## src/rtl/kbd_spi_matrix.sv

```systemverilog
// kbd_spi_matrix: SPI-slave receiver for the keyboard controller link.
// Frames arrive MSB first under KBD_CS as 8 rows x 5 columns (col 4..0)
// followed by a status byte. A frame is committed to the matrix/status
// registers only if exactly FRAME_BITS bits arrived before KBD_CS rises.
// The committed matrix feeds the port #FE read byte combinationally.
module kbd_spi_matrix #(
    parameter int FRAME_BITS = 48,
    parameter int TIMEOUT_W  = 12
) (
    input  logic       CLK_14MHZ,
    input  logic       CPU_RESET,
    input  logic       KBD_CLK,
    input  logic       KBD_CS,
    input  logic       KBD_DI,
    input  logic       TAPE_IN,
    input  logic [7:0] A_HI,
    output logic [7:0] fe_data,
    output logic       kbd_reset_req,
    output logic       kbd_turbo,
    output logic       kbd_magic,
    output logic       frame_ok,
    output logic       frame_err
);

    localparam logic [6:0] CNT_FULL = 7'(FRAME_BITS);
    localparam logic [6:0] CNT_SAT  = 7'(FRAME_BITS + 1);
    localparam logic [TIMEOUT_W-1:0] TIMER_ONE = {{(TIMEOUT_W-1){1'b0}}, 1'b1};

    typedef enum logic [1:0] {
        ST_IDLE,
        ST_RECV,
        ST_ABORT
    } state_t;

    // [0] first sync stage, [1] synchronized value, [2] previous value for edges
    logic [2:0] clk_sync_reg;
    logic [2:0] cs_sync_reg;
    logic [1:0] di_sync_reg;
    logic [1:0] tape_sync_reg;

    state_t                  state_reg;
    logic [6:0]              bit_cnt_reg;
    logic [FRAME_BITS-1:0]   shift_reg;
    logic [TIMEOUT_W-1:0]    timer_reg;
    logic [4:0]              matrix_reg [8];
    logic [2:0]              status_reg;
    logic                    frame_ok_reg;
    logic                    frame_err_reg;

    logic       clk_rise;
    logic       cs_fall;
    logic       cs_rise;
    logic [4:0] row_term [8];
    logic [4:0] kd;

    assign clk_rise = clk_sync_reg[1] & ~clk_sync_reg[2];
    assign cs_fall  = ~cs_sync_reg[1] & cs_sync_reg[2];
    assign cs_rise  = cs_sync_reg[1] & ~cs_sync_reg[2];

    // Bring the asynchronous controller and tape signals into CLK_14MHZ
    always_ff @(posedge CLK_14MHZ or negedge CPU_RESET) begin
        if (!CPU_RESET) begin
            clk_sync_reg  <= 3'b111;
            cs_sync_reg   <= 3'b111;
            di_sync_reg   <= 2'b00;
            tape_sync_reg <= 2'b11;
        end else begin
            clk_sync_reg  <= {clk_sync_reg[1:0], KBD_CLK};
            cs_sync_reg   <= {cs_sync_reg[1:0], KBD_CS};
            di_sync_reg   <= {di_sync_reg[0], KBD_DI};
            tape_sync_reg <= {tape_sync_reg[0], TAPE_IN};
        end
    end

    // Frame receiver: shift, length check on CS rise, inactivity abort
    always_ff @(posedge CLK_14MHZ or negedge CPU_RESET) begin
        if (!CPU_RESET) begin
            state_reg     <= ST_IDLE;
            bit_cnt_reg   <= '0;
            shift_reg     <= '0;
            timer_reg     <= '0;
            status_reg    <= '0;
            frame_ok_reg  <= 1'b0;
            frame_err_reg <= 1'b0;
            for (int r = 0; r < 8; r++) begin
                matrix_reg[r] <= 5'b11111;
            end
        end else begin
            frame_ok_reg  <= 1'b0;
            frame_err_reg <= 1'b0;
            if (cs_fall) begin
                // A new frame always restarts reception, whatever came before
                state_reg   <= ST_RECV;
                bit_cnt_reg <= '0;
                shift_reg   <= '0;
                timer_reg   <= '0;
            end else begin
                case (state_reg)
                    ST_IDLE: begin
                        state_reg <= ST_IDLE;
                    end
                    ST_RECV: begin
                        if (cs_rise) begin
                            // A coincident clock rise is dropped; length is judged as-is
                            if (bit_cnt_reg == CNT_FULL) begin
                                for (int r = 0; r < 8; r++) begin
                                    matrix_reg[r] <= shift_reg[FRAME_BITS-1-5*r -: 5];
                                end
                                status_reg   <= shift_reg[2:0];
                                frame_ok_reg <= 1'b1;
                            end else begin
                                frame_err_reg <= 1'b1;
                            end
                            state_reg <= ST_IDLE;
                        end else if (clk_rise && !cs_sync_reg[1]) begin
                            shift_reg <= {shift_reg[FRAME_BITS-2:0], di_sync_reg[1]};
                            if (bit_cnt_reg != CNT_SAT) begin
                                bit_cnt_reg <= bit_cnt_reg + 7'd1;
                            end
                            timer_reg <= '0;
                        end else if (timer_reg == '1) begin
                            frame_err_reg <= 1'b1;
                            state_reg     <= ST_ABORT;
                        end else begin
                            timer_reg <= timer_reg + TIMER_ONE;
                        end
                    end
                    ST_ABORT: begin
                        // The error was already reported; just wait for CS to close
                        if (cs_rise) begin
                            state_reg <= ST_IDLE;
                        end
                    end
                    default: begin
                        state_reg <= ST_IDLE;
                    end
                endcase
            end
        end
    end

    // A deselected row (A_HI bit high) contributes all-ones to the column AND
    for (genvar gi = 0; gi < 8; gi++) begin : g_row
        assign row_term[gi] = A_HI[gi] ? 5'b11111 : matrix_reg[gi];
    end

    // Combine all selected rows; a pressed key (0) in any of them pulls its column low
    always_comb begin
        kd = 5'b11111;
        for (int r = 0; r < 8; r++) begin
            kd = kd & row_term[r];
        end
    end

    assign fe_data       = {1'b1, tape_sync_reg[1], 1'b1, kd};
    assign kbd_reset_req = status_reg[0];
    assign kbd_turbo     = status_reg[1];
    assign kbd_magic     = status_reg[2];
    assign frame_ok      = frame_ok_reg;
    assign frame_err     = frame_err_reg;

endmodule

```

## config.mk

```make
export PLATFORM = sky130hd
export DESIGN_NAME = kbd_spi_matrix
export DESIGN_NICKNAME = d
export VERILOG_FILES = /design/src/rtl/kbd_spi_matrix.sv
export SDC_FILE = /design/constraint.sdc
export NUM_CORES = 1
export LEC_CHECK = 0
export ABC_AREA = 0
export CORE_MARGIN = 1.5
export CORE_UTILIZATION = 55
export CTS_BUF_LIST = sky130_fd_sc_hd__clkbuf_8
export DETAILED_ROUTE_END_ITERATION = 10
export PLACE_DENSITY = 0.74
export SETUP_SLACK_MARGIN = 0.1
export SYNTH_ARGS = -nofsm -noshare
export SYNTH_HDL_FRONTEND = slang
export SYNTH_SLANG_ARGS = --single-unit
```

## constraint.sdc

```tcl
create_clock -name CLK_14MHZ -period 2.6 [get_ports CLK_14MHZ]
set_input_delay 0.52 -clock CLK_14MHZ [delete_from_list [all_inputs] [get_ports CLK_14MHZ]]
set_output_delay 0.52 -clock CLK_14MHZ [all_outputs]
set_load 0.02 [all_outputs]
```

==> reports/qor.txt <==
Worst Clk Skew -> 10.3 ps
#FFs+latches synth -> 124
Vias -> 4002
Power Total -> 4.11 mW
Number of flip-flops in the largest register -> 48
Final hold violation count -> 0
ANT nets after route -> 0
Largest net degree at the start of global routing -> 125
Fin cells -> 667
Via-per-instance ratio -> 6.00
Largest family of logic cells by synthesized area -> compound AO/OA/AOI/OAI gates
Syn_area_per_cell -> 11.5 sq um
Clock power share -> 38.3%
CTS tree -> yes
Cts bufs inserted -> 17
Synthesized instance count -> 497
Area Overhead vs Synth -> 12.4%
Final Util -> 63.1%
Routability congestion estimate -> 0.973
CP arrival -> 2020 ps
Commonest non-fill, non-tap cell in the layout -> o21ai_0
Area contributors post-synth -> dfrtp_1, dfstp_2, mux2_4
Detailed-route wire length per cell -> 17.6 um
Drt pass-1 iters -> 7
Most frequent cells in the layout -> o21ai_0, dfrtp_1, nand2_1
Max-slew violations -> 0
Synthesis Warnings -> 0
Worst-Margin Slew -> 728 ps
Sequential area share after synthesis -> 55.4%
DIE WIDTH -> 105 um
# hold bufs at CTS -> 0
Routed Wire Length -> 11.7 mm
Post-DP HPWL -> 7.14 mm
Switching Share -> 26.4%
Vias in the first global route -> 3795
# DRC -> 0
P_int -> 3.03 mW
CORE AREA -> 10200 sq um
HP Class -> input port to asynchronous set/reset pin
Mux contribution to synthesized area -> 12.1%
Gr ovfl total -> 0
Antenna violations before repair -> 0
MaxCap Viol Count -> 0
Post-synthesis cell type count -> 62
CTS root buf -> clkbuf_8
Die Height -> 105 um
Htree depth -> 4
Gate power share -> 10.1%
Synth Area in Adders -> 1.31%
Rows -> 37
Worst skew pair latency -> 440 ps
Top_reg_cell synth -> dfrtp_1
Final setup vio count -> 0
Async SR Flop Fraction -> 100%
Layout Nets -> 538
Unrepaired setup endpoints after global routing -> yes
Worst endpoint required time -> 2080 ps
Clk sink count -> 124
Post-CTS setup buffers -> 0
Yosys top cell area share -> 33.3%
Global Route Usage Sum -> 22.8%
CTS clk-pin slew, worst paths -> 70 ps
Placed cells -> 635
Ant diodes -> 0
Cell Area, Synth -> 5710 sq um
CTS Buffer Depth -> 2
Input/output buffers -> 24
DIE AREA -> 11000 sq um
Ratio of cells with drive above 1 in the final layout -> 28.4%
Synth Area in Simple Gates -> 10.2%
PwrDens -> 640 nW/um^2
Worst Setup Path Type -> input port to output pin
Endpoint type of the worst setup path -> output pin
Relative max-transition margin -> 51.2%
EDFF count, synth -> 0
Complex-gate fraction of the synthesized area -> 16.2%
Period Utilization, post-route -> 97.6%
CP Launch Type -> input port
Crit-path max FO -> 4
Outcome -> finished clean
First-pass GRT wire length -> 19.4 mm
Synth Area in XOR/XNOR -> 0%
# IOs -> 27
Maximum vdd ir drop -> 417 uV
Highest clock rate -> 394 MHz
DRT iter0 DRCs -> 374
Cell taking the most area after synthesis -> dfrtp_1
Initial Util -> 56.1%
Leakage power -> 2.63 nW
Fillers -> 784
Tmin final -> 2540 ps
NetSw -> 1.09 mW
Flop pwr share -> 51.5%
-- through the flow --
stage	TNS [ps]	hold slack, ps	cell area (sq um)	worst slack [ps]
global placement	-481	334	6050	-180
CTS	0	190	6410	2.55
floorplan	0	224	5720	709
detailed placement	-792	341	6050	-302
global route	0	207	6420	2.47
finish	0	164	6420	63.2
-- routing by layer --
layer | vias to the layer above | wire (um) | track usage, % | share of wire [%]
met5 | - | 0 | 0 | 0
met4 | 0 | 278 | 9.88 | 2.4
met3 | 20 | 557 | 6.24 | 4.8
met2 | 116 | 5410 | 32.9 | 46
met1 | 2011 | 5480 | 32.3 | 47
li1 | 1855 | - | - | -
-- synth_stat cells, types with 3 or more instances --
library cell	count
o21ai_0	102
dfrtp_1	76
nand2_1	57
dfstp_2	48
mux2_4	39
clkbuf_1	22
o22ai_1	21
nand3_1	8
nand4_1	7
or3_1	7
ha_1	6
inv_1	6
nor4_1	6
a21oi_1	5
buf_2	5
mux2_2	5
mux2i_1	5
nor2_1	5
buf_12	4
and4_1	3
buf_4	3
nor3_1	3
o31ai_1	3
-- area by class of cell --
class                      count  area [sq um]  share of cell area (%)
clock buffer                  18           248                    3.86
clock inverter                14           118                    1.83
multi-input combinational    329          2300                    35.9
sequential                   124          3160                    49.2
tap                          136           170                    2.65
inverter                       7          26.3                   0.409
timing repair buffer          39           395                    6.16
-- critical path, stage by stage --
cell and delay (ps):
clkdlybuf4s50_1 540, buf_4 160, o22ai_1 80, nor4_2 330, dlygate4sd2_1 380
-- logic make-up (layout without fill, tap and decap cells) --
group | Yosys count | in the layout
other cells | 1 | 2
fa+ha+maj | 6 | 6
buf+inv | 45 | 78
mux | 49 | 49
compound gates | 159 | 159
simple gates | 113 | 113
flops | 124 | 124
-- power groups by stage --
stage / clock network (mW) / registers, mW / logic, mW
floorplan: 0 / 2.12 / 0.285
global placement: 0 / 2.14 / 0.400
detailed placement: 0 / 2.15 / 0.415
CTS: 1.61 / 2.12 / 0.417
global route: 1.71 / 2.13 / 0.467
finish: 1.58 / 2.12 / 0.416
-- final timing paths --
path,depth (start not counted),startpoint,endpoint,slack (ps)
max in group asynchronous,2,CPU_RESET,state_reg[1],1960
setup / recovery,5,A_HI[7],fe_data[0],60
hold reg to reg,0,di_sync_reg[0],di_sync_reg[1],350
setup reg to reg,6,cs_sync_reg[2],shift_reg[27],440
min in group CLK_14MHZ,0,di_sync_reg[0],di_sync_reg[1],350
hold / removal,2,CPU_RESET,shift_reg[15],160
-- what timing repair did --
item	CTS	global route
setup endpoints to repair	5	54
cloned	0	0
resized for setup	6	3
Note: power is estimated with default switching activity, not from simulation.
==> RTL change 1: new RTL, same flow settings <==
One comparison of `bit_cnt_reg` changes from == to >=.
--- a/src/rtl/kbd_spi_matrix.sv
+++ b/src/rtl/kbd_spi_matrix.sv
@@ -103,5 +103,5 @@
                         if (cs_rise) begin
                             // A coincident clock rise is dropped; length is judged as-is
-                            if (bit_cnt_reg == CNT_FULL) begin
+                            if (bit_cnt_reg >= CNT_FULL) begin
                                 for (int r = 0; r < 8; r++) begin
                                     matrix_reg[r] <= shift_reg[FRAME_BITS-1-5*r -: 5];
Formal check against the unedited RTL: no difference found for any inputs over 10 cycles, from zero or initial values and one cycle with CPU_RESET low; that may be too few to reach the edited logic, so the function may still have changed.
==> RTL change 1 against the original RTL <==
Clock skew about the same; routed wire length fell by 0.31%; cell area fell by 2.3%; setup slack better by 0.14 ns; highest routed layer unchanged; sequential cell count is the same; critical endpoint is now fe_data[2]; total power is 8.0% higher; synthesized area down 3.9%; first-iteration DRC count is 61% lower.
==> RTL change 1: results (changes against the original RTL) <==
[routing]
drtIter0Drc = 147  ; -61%
wl_met2_mm = 5.69  ; +5.2%
m1WireLength_mm = 5.06  ; -7.6%
via_per_inst = 5.98  ; -0.35%
firstDrtPassIters = 4  ; -3
top_layer = met4
routed_wl_mm = 11.7  ; -0.31%
wl_met3_um = 625  ; +12%

[synthesis]
yosys.cell_types.count = 49  ; -21%
synth_area_leaders = dfrtp_1 (35%), dfstp_2 (23%), mux2_2 (9.0%), o21ai_0 (8.8%), nand2_1 (4.5%)
ys_seq_area_share_pct = 57.6  ; +2.3 points
yosys-top-cells-count = o21ai_0 (97), dfrtp_1 (76), nand2_1 (66), dfstp_2 (48), mux2_2 (44)
async_flop_share_pct = 100  ; unchanged

[global_route]
grt_max_degree = 62  ; -50%
grt_pass1_vias = 3961  ; +4.4%
antenna_found_initial = 0  ; unchanged
grtUsageTotal_pct = 24.6  ; +1.8 points

[clocking]
htree_num_levels = 4  ; unchanged
clk_latency_ns = 0.46  ; +0.02 ns
cts_root_buf = clkbuf_8
cts_buffers = 17  ; unchanged
cts_max_path_buffers = 2  ; unchanged
path_clk_slew_ns = 0.07  ; about the same

[placed_design]
dp_hpwl_mm = 7.32  ; +2.6%
io_buffers = 24  ; unchanged
place_congestion = 0.938  ; -3.6%

[sta]
finClkSkew_ns = 0.0104  ; +0.000159 ns
worstMarginPinSlew_ns = 0.552  ; -0.177 ns

[setup_path]
critPathArrivalTime_ns = 1.87  ; -0.15 ns
crit_fanout = 5  ; +1

[finish]
drive_gt1_share_pct = 27.6  ; -0.86 points
n_fill_cell = 766  ; -2.3%
finalNetCount = 540  ; +0.37%

[run_status]
status = finished, final reports clean

[pwr]
irDropWorstVdd_mv = 0.445  ; +6.8%
p_leak_uw = 0.00256  ; -2.6%

[hold_path]
min-delay-path-class = input port to async pin

[RTL change 1: changes by cell type in the layout (fill, tap and decap cells not counted), moves of 4 or more]
cell	unedited run	this run
buf_4	12	7
mux2_2	5	44
mux2_4	39	0
nand2_1	57	66
nand3_1	8	14
nand4_1	7	1
nor4_1	4	10
nor4_2	4	0
o21ai_0	102	97
or3_1	7	2
[RTL change 1: kinds of logic after synthesis]
logic type / Yosys count / share of synthesized area, %
AOI/OAI and AO/OA: 148 / 15.3
and+or+nand+nor: 125 / 11.4
DFF: 124 / 57.6
buffers and inverters: 48 / 4.49
muxes: 48 / 9.76
adders and majority gates: 6 / 1.37
other: 1 / 0.0683
[RTL change 1: metrics by stage]
stage | cells | worst slack, ns | util (%) | TNS, ns | instance area, um^2
2_1_floorplan | 501 | 0.667 | - | 0 | 5490
3_3_place_gp | 634 | -0.0363 | 59.9 | -0.141 | 5830
3_5_place_dp | 634 | -0.112 | 59.9 | -0.384 | 5830
4_1_cts | 666 | 0.190 | 64.5 | 0 | 6280
5_1_grt | 666 | 0.130 | 64.5 | 0 | 6280
6_report | 666 | 0.206 | 64.5 | 0 | 6280
[RTL change 1: critical path, stage by stage]
cell and delay [ns]:
clkdlybuf4s50_1 0.59, o22ai_1 0.12, nor4_1 0.27, dlygate4sd2_1 0.38
[RTL change 1: power breakdown]
| group | switching (uW) | internal, uW | leakage, uW |
|---|---|---|---|
| logic | 260 | 150 | 0.000797 |
| clock network | 792 | 1130 | 0.000226 |
| registers | 88.3 | 2020 | 0.00154 |
[RTL change 1: area by class of cell]
class | count | area, um^2 | area share, %
well taps | 133 | 166 | 2.65
flip-flops and latches | 124 | 3160 | 50.4
clock inverters | 12 | 184 | 2.93
inverters | 15 | 56.3 | 0.897
clock buffers | 20 | 275 | 4.39
multi-input cells | 329 | 2100 | 33.4
repair buffers | 33 | 334 | 5.32
[RTL change 1: path summary, 6_finish.rpt]
path	start	endpoint	slack, ns	depth (start not counted)
worst max-delay path	A_HI[5]	fe_data[2]	0.21	4
max in group asynchronous	CPU_RESET	matrix_reg[5]	1.82	2
worst min register to register	tape_sync_reg[0]	tape_sync_reg[1]	0.36	0
worst min-delay path	CPU_RESET	status_reg[2]	0.03	1
worst max register to register	cs_sync_reg[1]	shift_reg[0]	0.29	7
min in group CLK_14MHZ	tape_sync_reg[0]	tape_sync_reg[1]	0.36	0
[RTL change 1: layer usage]
layer / global-route usage (%) / up-vias
met2: 37.7 / 109
met5: 0 / -
met3: 7.25 / 29
met1: 31.7 / 2016
met4: 13.2 / 0
li1: - / 1828
[RTL change 1: what timing repair did]
| action | 4_1_cts | 5_1_grt |
|---|---|---|
| endpoints found under the hold margin | 0 | 0 |
| setup endpoints to repair | 5 | 2 |
| cloned | 0 | 0 |
| setup buffers | 0 | 0 |
| resized for setup | 5 | 4 |
==> RTL change 2: new RTL, same flow settings <==
Made on the original files. `FRAME_BITS`: 48 -> 72.
--- a/src/rtl/kbd_spi_matrix.sv
+++ b/src/rtl/kbd_spi_matrix.sv
@@ -5,5 +5,5 @@
 // The committed matrix feeds the port #FE read byte combinationally.
 module kbd_spi_matrix #(
-    parameter int FRAME_BITS = 48,
+    parameter int FRAME_BITS = 72,
     parameter int TIMEOUT_W  = 12
 ) (
Check against the original RTL: no difference found for any inputs over 10 cycles, from zero or initial values and one cycle with CPU_RESET low; that may be too few to reach the edited logic, so the function may still have changed.
==> RTL change 2 against the original RTL <==
Sequential power up 17%; clock skew up 0.0029 ns; hold slack worse by 0.14 ns; global-route usage increased by 0.38 points; routed wire length increased by 15%; setup slack better by 0.14 ns; sequential cell count rose by 24; core utilization is essentially flat; total power up 14%; first-iteration DRC count up 16%; cell area rose by 13%; synthesized area up 14%; critical path type unchanged; sequential share of layout area rose by 2.8 points.
==> RTL change 2: results (changes against the original RTL) <==
[global_route]
grt_max_degree = 76  ; -39%
grt_pass1_vias = 4542  ; +20%
grtUsageMet1_pct = 33.5  ; +1.2 points
grtUsageTotal_pct = 23.2  ; +0.38 points
use_met3_pct = 5.99  ; -0.25 points
grt_pass1_wl_mm = 23.2  ; +19%

[finish]
nMultiInputCombCells = 406  ; +23%
signal_buffers = 36  ; -7.7%
finalNetCount = 639  ; +19%
final-clk-cell-share_pct = 5.49  ; -0.20 points
multiInputGateArea_mm2 = 0.00248  ; +7.8%
drive_gt1_share_pct = 17.4  ; -11 points
seq_share_pct = 52.1  ; +2.8 points
n_fill_cell = 921  ; +17%
nClkBuffers = 20  ; +2
largest_reg_flops = 72  ; +50%
n_all_inverters = 10  ; +3

[synthesis]
synthAdderAreaFrac_pct = 1.16  ; -0.16 points
synthMuxAreaShare_pct = 7.62  ; -4.5 points
yosys-top-cells-count = o21ai_0 (143), dfrtp_1 (100), nand2_1 (88), dfstp_2 (48), mux2_1 (39)
synth_compound_area_share_pct = 18.2  ; +2.0 points

[placed_design]
dp_cells = 743  ; +17%
placed_area_mm2 = 0.00684  ; +13%
place_congestion = 0.855  ; -12%

[setup_path]
slowest_delay_ns = 0.57  ; +0.03 ns
critPathArrivalTime_ns = 1.88  ; -0.14 ns
crit_fanout = 5  ; +1

[pwr]
comb_power_share_pct = 10.3  ; +0.2 points
irDropWorstVdd_mv = 0.551  ; +32%
seq_cell_power_uw = 2480  ; +17%
power.switching_uw = 1300  ; +19%
p_leak_uw = 0.00305  ; +16%
total_power_uw = 4710  ; +14%

[sta]
maxSlewHeadroom_pct = 48.0  ; -3.2 points
finClkSkew_ns = 0.0132  ; +0.00291 ns

[routing]
m1WireLength_mm = 6.30  ; +15%
wl_met2_mm = 6.33  ; +17%
vias = 4681  ; +17%
wl_met3_um = 621  ; +11%
drtIter0Drc = 433  ; +16%
avgRoutedWirePerCell_um = 17.4  ; -1.2%

[run_status]
status = finished, final reports clean

[floorplan]
die_w_um = 112  ; +6.4%

RTL change 2: cell types whose count changed in the layout (fill, tap and decap cells not counted), sizes merged, moves of 6 or more:
cell	delta
nand2	+31
o21ai	+50
dfrtp	+24
a31oi	+6
or3	-7
RTL change 2: final timing paths:
| check | slack [ns] | start | cells past startpoint | end |
|---|---|---|---|---|
| max | 0.20 | A_HI[6] | 4 | fe_data[1] |
| min | 0.02 | CPU_RESET | 1 | state_reg[1] |
| max reg2reg | 0.34 | cs_sync_reg[1] | 6 | matrix_reg[10] |
| min reg2reg | 0.35 | tape_sync_reg[0] | 0 | tape_sync_reg[1] |
| max in group asynchronous | 1.86 | CPU_RESET | 2 | matrix_reg[3] |
| min in group CLK_14MHZ | 0.35 | tape_sync_reg[0] | 0 | tape_sync_reg[1] |
RTL change 2: what timing repair did:
item                       in CTS  in global routing
setup endpoints to repair       5                  2
resized for setup               5                  6
buffers inserted                0                  0
